[src/rtl/uart_pkg.sv]
// uart_pkg: shared constants and types for the remote command UART link
package uart_pkg;
   localparam int BAUD_DIV_DEF = 434;
   localparam logic [7:0] POS_ACK = 8'hA5;
   typedef enum logic {HIGH, LOW} asm_state_t;
endpackage

[src/rtl/uart_trx.sv]
// uart_trx: generic 8N1 receiver and transmitter sharing one baud divisor
module uart_trx
   import uart_pkg::*;
#(
   parameter int BAUD_DIV = BAUD_DIV_DEF
) (
   input  logic       clk,
   input  logic       rst_n,
   input  logic       RX,
   output logic       TX,
   output logic [7:0] rx_data,
   output logic       rx_rdy,
   input  logic       clr_rx_rdy,
   input  logic       trmt,
   input  logic [7:0] resp,
   output logic       tx_done
);
   localparam logic [11:0] FULL = 12'(BAUD_DIV - 1);
   localparam logic [11:0] HALF = 12'(BAUD_DIV / 2);

   logic        rx_ff1, rx_ff2, rx_ff3, rx_busy, tx_busy;
   logic [11:0] rx_baud, tx_baud;
   logic [3:0]  rx_bit, tx_bit;
   logic [7:0]  rx_shift;
   logic [8:0]  tx_shift;

   assign rx_data = rx_shift;
   assign TX      = tx_shift[0];

   // Preset to 1 so reset never looks like a start bit
   always_ff @(posedge clk or negedge rst_n)
      if (!rst_n) {rx_ff3, rx_ff2, rx_ff1} <= 3'b111;
      else        {rx_ff3, rx_ff2, rx_ff1} <= {rx_ff2, rx_ff1, RX};

   always_ff @(posedge clk or negedge rst_n)
      if (!rst_n) begin
         rx_busy  <= 1'b0;
         rx_baud  <= '0;
         rx_bit   <= '0;
         rx_shift <= '0;
         rx_rdy   <= 1'b0;
      end else begin
         if (clr_rx_rdy) rx_rdy <= 1'b0;
         if (!rx_busy) begin
            if (!rx_ff2 && rx_ff3) begin
               rx_busy <= 1'b1;
               rx_baud <= HALF;
               rx_bit  <= '0;
               rx_rdy  <= 1'b0;
            end
         end else if (rx_baud != '0) rx_baud <= rx_baud - 12'd1;
         else begin
            rx_baud <= FULL;
            rx_bit  <= rx_bit + 4'd1;
            if (rx_bit == 4'd0) rx_busy <= !rx_ff2;
            else if (rx_bit == 4'd9) begin
               rx_busy <= 1'b0;
               rx_rdy  <= rx_ff2;
            end else rx_shift <= {rx_ff2, rx_shift[7:1]};
         end
      end

   // Idle shift register holds all ones, so TX idles high straight from a flop
   always_ff @(posedge clk or negedge rst_n)
      if (!rst_n) begin
         tx_shift <= '1;
         tx_busy  <= 1'b0;
         tx_baud  <= '0;
         tx_bit   <= '0;
         tx_done  <= 1'b0;
      end else if (!tx_busy) begin
         if (trmt) begin
            tx_shift <= {resp, 1'b0};
            tx_busy  <= 1'b1;
            tx_baud  <= FULL;
            tx_bit   <= '0;
            tx_done  <= 1'b0;
         end
      end else if (tx_baud != '0) tx_baud <= tx_baud - 12'd1;
      else if (tx_bit == 4'd9) begin
         tx_busy <= 1'b0;
         tx_done <= 1'b1;
      end else begin
         tx_shift <= {1'b1, tx_shift[8:1]};
         tx_bit   <= tx_bit + 4'd1;
         tx_baud  <= FULL;
      end
endmodule

[src/rtl/uart_cmd_wrapper.sv]
// uart_cmd_wrapper: assembles two received bytes into a 16-bit command and returns a response byte
module uart_cmd_wrapper
   import uart_pkg::*;
#(
   parameter int BAUD_DIV = BAUD_DIV_DEF
) (
   input  logic        clk,
   input  logic        rst_n,
   input  logic        RX,
   output logic        TX,
   output logic [15:0] cmd,
   output logic        cmd_rdy,
   input  logic        clr_cmd_rdy,
   input  logic [7:0]  resp,
   input  logic        trmt,
   output logic        tx_done
);
   asm_state_t  state, nxt_state;
   logic [7:0]  rx_data, high_byte, nxt_high;
   logic [15:0] nxt_cmd;
   logic        rx_rdy, nxt_rdy;

   uart_trx #(.BAUD_DIV(BAUD_DIV)) u_trx (
      .clk        (clk),
      .rst_n      (rst_n),
      .RX         (RX),
      .TX         (TX),
      .rx_data    (rx_data),
      .rx_rdy     (rx_rdy),
      .clr_rx_rdy (rx_rdy),
      .trmt       (trmt),
      .resp       (resp),
      .tx_done    (tx_done)
   );

   always_ff @(posedge clk or negedge rst_n)
      if (!rst_n) begin
         state     <= HIGH;
         high_byte <= '0;
         cmd       <= '0;
         cmd_rdy   <= 1'b0;
      end else begin
         state     <= nxt_state;
         high_byte <= nxt_high;
         cmd       <= nxt_cmd;
         cmd_rdy   <= nxt_rdy;
      end

   // High byte is staged separately so cmd never changes while cmd_rdy is high
   always_comb begin
      nxt_state = state;
      nxt_high  = high_byte;
      nxt_cmd   = cmd;
      nxt_rdy   = cmd_rdy & ~clr_cmd_rdy;
      if (rx_rdy) begin
         nxt_state = (state == HIGH) ? LOW : HIGH;
         nxt_high  = (state == HIGH) ? rx_data : high_byte;
         nxt_cmd   = (state == HIGH) ? cmd : {high_byte, rx_data};
         nxt_rdy   = (state == LOW);
      end
   end
endmodule
[config.mk]
export PLATFORM = sky130hd
export DESIGN_NAME = uart_cmd_wrapper
export DESIGN_NICKNAME = d
export VERILOG_FILES = /design/src/rtl/uart_pkg.sv /design/src/rtl/uart_trx.sv /design/src/rtl/uart_cmd_wrapper.sv
export SDC_FILE = /design/constraint.sdc
export NUM_CORES = 1
export LEC_CHECK = 0
export BUFFER_PORTS_ARGS = -buffer_cell sky130_fd_sc_hd__buf_2
export CAP_MARGIN = 20
export CORE_MARGIN = 2
export CORE_UTILIZATION = 55
export CTS_CLUSTER_SIZE = 28
export DETAILED_ROUTE_END_ITERATION = 12
export PLACE_DENSITY = 0.74
export RECOVER_POWER = 50
export SYNTH_ARGS = -nofsm -noshare
export SYNTH_HDL_FRONTEND = slang
export SYNTH_SLANG_ARGS = --single-unit
[constraint.sdc]
create_clock -name clk -period 4 [get_ports clk]
set_input_delay 0.8 -clock clk [delete_from_list [all_inputs] [get_ports clk]]
set_output_delay 0.8 -clock clk [all_outputs]
set_load 0.005 [all_outputs]
== Word level (Yosys, flattened, before mapping) ==
Index checks and enable logic that the tools add are counted.
Word-level totals
  bits in registers: 82
  bits in latches: 0
  RAM bits: 0
  ROM bits: 0
  input bits: 13
  output and inout bits: 19
  word-level logic and storage cells: 85
  memories kept: 0
Operators by class
  add/subtract/negate cells: 4
  $mul: 0
  div/mod/pow operators: 0
  $lt $le $gt $ge: 0
  equality and inequality tests: 7
  shift operators: 0
  mux-type cells: 37
  bitwise logic cells: 6
  reductions and logical operators: 14
Operator list (number)
  $mux 12: 7
  $mux 9: 4
  $mux 4: 7
  $reduce_bool 12->1: 2
  $sub 12x1->12 const B: 2
  $mux 1: 19
  $add 4x1->4 const B: 2
  $eq 4x4->1 const B: 2
  $ne 2x2->1 const B: 4
  $reduce_and 2->1: 4
  $reduce_and 3->1: 2
  $not 1->1: 5
  $logic_not 4->1: 1
  $reduce_and 4->1: 1
  $reduce_bool 2->1: 2
  $ne 3x3->1 const B: 1
  $and 1x1->1: 1
  $logic_and 1x1->1: 1
  $logic_not 1->1: 1

== Depth between registers and ports, before layout ==
  depth after elaboration: 5
  depth in mapped cells: 7
  depth with buffers taken out: 6

== Modules after synthesis ==
Synthesis repeated with hierarchy kept, for this count alone.
Unflattened totals
  cell total of the unflattened synthesis: 335
  area total of the unflattened synthesis: 3897.5 um^2
Modules (own cells, without submodules)
  uart_trx: times used 1, cells an instance 278, area an instance 2886.5 um^2, seq. area each 1416.4 um^2
  uart_cmd_wrapper: times used 1, cells an instance 57, area an instance 1011.0 um^2, seq. area each 650.6 um^2

== Least setup slack after synthesis ==
Ideal clock, no wire load.
  path type: reg-to-reg
  from: reg u_trx.tx_baud[0]
  to: reg u_trx.tx_baud[9]
  setup time: 0.120 ns
  arrival time: 2.124 ns
  data required time: 3.880 ns
  setup slack: 1.756 ns
  cell stages (with the launch flop): 7
  path buffers: 0
  clock period less this slack: 2.244 ns
  cell sequence: dfrtp_1 -> inv_1 -> ha_1 -> or4b_2 -> o31ai_4 -> nand2_1 -> a31o_2
On the way
  word-level cells in the longest chain between the ends: 3
  elaborated cells between the ends (all ways): 6
  classes of those cells: add/sub: 1; eq/ne: 1; mux: 2; reduce/logical: 2
Ends and longest elaborated chain
  start, declared: line uart_trx.sv:22  | logic [11:0] rx_baud, tx_baud;
  start signal, assigned: line uart_trx.sv:79  | end else if (tx_baud != '0) tx_baud <= tx_baud - 12'd1;
  $sub 12x1->12 or $reduce_bool 12->1 (tied branches): line uart_trx.sv:79
  $mux 12 or $ne 3x3->1 (tied branches)
  $mux 12 or $reduce_and 2->1 (tied branches)
Parallel ways exist; a longest one is shown, timed or not.
A chain may end at the register's enable or synchronous reset.

== Final worst setup path ==
  from: reg u_trx.tx_baud[0]
  to: reg u_trx.tx_baud[11]
The elaborated chain is that of the path after synthesis.

==> results.toml <==
[clock_network]
path_clk_slew_ns = 0.09
cts_resized = 0
cts_buffers = 9
cts_sinks = 82
holdBufCountCts = 0
h-tree-depth = 3
cts_tree = "done"
cts_setup_buffers = 0
cts_root_buf = "clkbuf_8"
clk_latency_ns = 0.35
cts_buffer_depth = 2

[global_routing]
first_global_vias = 2540
groute.usage.overall = 0.2023
gr-total-overflow = 0
grt_max_degree = 83
grt_pass1_wl_um = 12080
antenna_found_initial = 0

[place]
gp_congestion = 0.8678
io_buffers = 31
hpwl_um = 4774

[detailed_routing]
avgViaCountPerCell = 5.835
drtAntennaViolNets = 0
drc = 0
vias = 2766
first_pass_iters = 4
drt_iter0_drc = 141
wl_per_cell_um = 15.01
totalWireLength_um = 7115

[pwr]
switching_share = 0.3142
vdd_drop_max_uv = 273.2
leakagePower_uw = 0.002007
seqPwrFrac = 0.536
p_int_uw = 1363
p_switching_uw = 624.3
p_comb_frac = 0.159
fin_total_pwr_uw = 1987
power.density_nw_per_um2 = 461.5
clkPwrFrac = 0.305

[die]
start_util = 0.5681
dieWidth_um = 87.78
io_pins = 32
coreArea_um2 = 6794
rows = 30
die_area_um2 = 7704
die_y_um = 87.78

[timing]
finalHoldViolCount = 0
timing.final.crit_period_ns = 2.546
report.final.slew_viol_count = 72
max-slew-margin-rel = -0.1618
max_freq_ghz = 0.3927
final-setup-viol-count = 0
clock_skew_ns = 0.008834
setup_tns_ns = 0
rsz0062_at_grt = "false"
fin_crit_sh = 0.6366
worstMarginPinSlew_ns = 1.743

[logic_synthesis]
yosysTopAreaCellShare = 0.4538
yosysSeqAreaShare = 0.5355
synth-edff-count = 0
synthArstFlopShare = 1.000
yosysWarnings = 0
synth_seq_cells = 82
syn_nets = 362
synth_cell_types = 53
yosys-top-cells-area = "dfrtp_1 (45%), mux2_2 (9.6%), dfstp_2 (8.2%), o21ai_0 (4.1%), mux2i_1 (3.1%)"
avgSynthCellArea_um2 = 11.35
netlist_area_um2 = 3860
synthFlopType = "dfrtp_1"
syn_inst = 340
yosys.area.top_type = "dfrtp_1"

[worst_setup_path]
path_class = "reg2reg"
critPathLaunchType = "flip-flop"
reg2reg_to = "u_trx.tx_baud[11]"
worstRegToRegCells = 6
end_kind = "flip-flop"
cp.arrival_ns = 2.79
worstPathMaxFanout = 10
worstReg2RegStart = "u_trx.tx_baud[0]"
rrSetupSlack_ns = 1.45
required_ns = 4.24

[flow_run]
maxCapViolCount = 1

[min_path]
hold_path_class = "reg2reg"
min_to = "u_trx.rx_ff2"
min_from = "u_trx.rx_ff1"
whs_path_depth = 0

[finish]
layout_common_cells = "dfrtp_1 (70), mux2_2 (33), o21ai_0 (32), buf_2 (30), nand2_1 (16)"
finalNetCount = 395
diodes = 0
drive_gt1_frac = 0.2698
area_growth_syn_to_layout_pct = 11.54
utilization = 0.6337
final_common_cell = "dfrtp_1"

[outcome]
status = "finished, violations left"
violations = "max-capacitance violations, max-slew violations"
area by class of cell:
cell class	count	area, µm²
inverter	15	56.30
sequential	82	2067
clock buffer	10	127.6
multi-input combinational	232	1694
timing repair buffer	33	166.4
clock inverter	6	73.82
fill	533	2489
tap	96	120.1
worst max-delay path by stage:
stage,startpoint,end,slack (ns),cells past startpoint
floorplan,u_trx.tx_baud[0],u_trx.tx_baud[9],1.76,6
global placement,u_trx.tx_baud[0],u_trx.tx_baud[9],1.50,6
detailed placement,u_trx.tx_baud[0],u_trx.tx_baud[11],1.46,6
CTS,u_trx.tx_baud[0],u_trx.tx_baud[11],1.45,6
global route,rst_n,u_trx.rx_baud[9],1.00,2
finish,u_trx.tx_baud[0],u_trx.tx_baud[11],1.45,6
metrics by stage:
step | instance area (µm²) | cells | hold slack [ns] | worst slack (ns)
6_report | 4305 | 474 | 0.3660 | 1.454
2_1_floorplan | 3860 | 340 | 0.3452 | 1.756
3_3_place_gp | 4103 | 457 | 0.3459 | 1.504
5_1_grt | 4305 | 474 | 0.3688 | 1.003
3_5_place_dp | 4103 | 457 | 0.3494 | 1.463
4_1_cts | 4304 | 473 | 0.3625 | 1.447
power groups by stage:
stage	Combinational (µW)	Sequential [µW]	Clock, µW
global route	360	1080	653
global placement	300	1070	0
CTS	316	1060	621
floorplan	257	1030	0
finish	315	1070	606
detailed placement	316	1080	0
flip-flops by register name, summed over array words and instances, names as in the netlist:
| signal | flops |
|---|---|
| u_trx.rx_busy | 1 |
| cmd_rdy | 1 |
| cmd | 16 |
| u_trx.rx_baud | 12 |
| u_trx.tx_baud | 12 |
| u_trx.rx_ff1 | 1 |
| state | 1 |
| u_trx.tx_shift | 9 |
| high_byte | 8 |
| u_trx.rx_ff3 | 1 |
| u_trx.rx_bit | 4 |
| u_trx.tx_bit | 4 |
| u_trx.tx_done | 1 |
| u_trx.tx_busy | 1 |
| u_trx.rx_ff2 | 1 |
| u_trx.rx_data | 8 |
| u_trx.rx_rdy | 1 |
kinds of logic after synthesis:
kind of cell	share of synthesized area
xor+xnor	0.004539
fa+ha+maj	0.02917
flops	0.5355
simple gates	0.1348
mux	0.1274
compound gates	0.1430
buf+inv	0.02560
worst max-delay path, cell delays in order (launching register included):
cell	delay, ns
dfrtp_1	0.43
inv_1	0.10
ha_1	0.18
or4b_2	0.68
o31ai_4	0.42
nand2_1	0.31
a31o_2	0.32
per-layer routing:
metal / routed length, µm / share of wire / track usage
met1: 3433 / 0.48 / 0.2888
met2: 3342 / 0.47 / 0.3072
met3: 227 / 0.032 / 0.03487
met4: 111 / 0.016 / 0.08671
met5: 0 / 0 / 0
cell usage after synthesis, types with 2 or more instances:
cell      number
a211oi_1       2
a21o_1         4
a21oi_1       15
a31o_2         3
a31oi_1        7
clkbuf_1       9
dfrtp_1       70
dfstp_2       12
ha_1           9
inv_1         15
mux2_2        33
mux2i_1       12
nand2_1       16
nand2b_1       5
nand3_1       15
nand4_1        3
nor2_1        12
nor3_1         7
nor3b_1        3
nor4_1         5
nor4b_1        4
o211ai_1       2
o21ai_0       32
o22ai_1        3
o31a_1         2
o31ai_1        2
o41ai_1        2
or3_1          6
or4_1          4
or4_4          3
(Power assumes the default switching activity.)
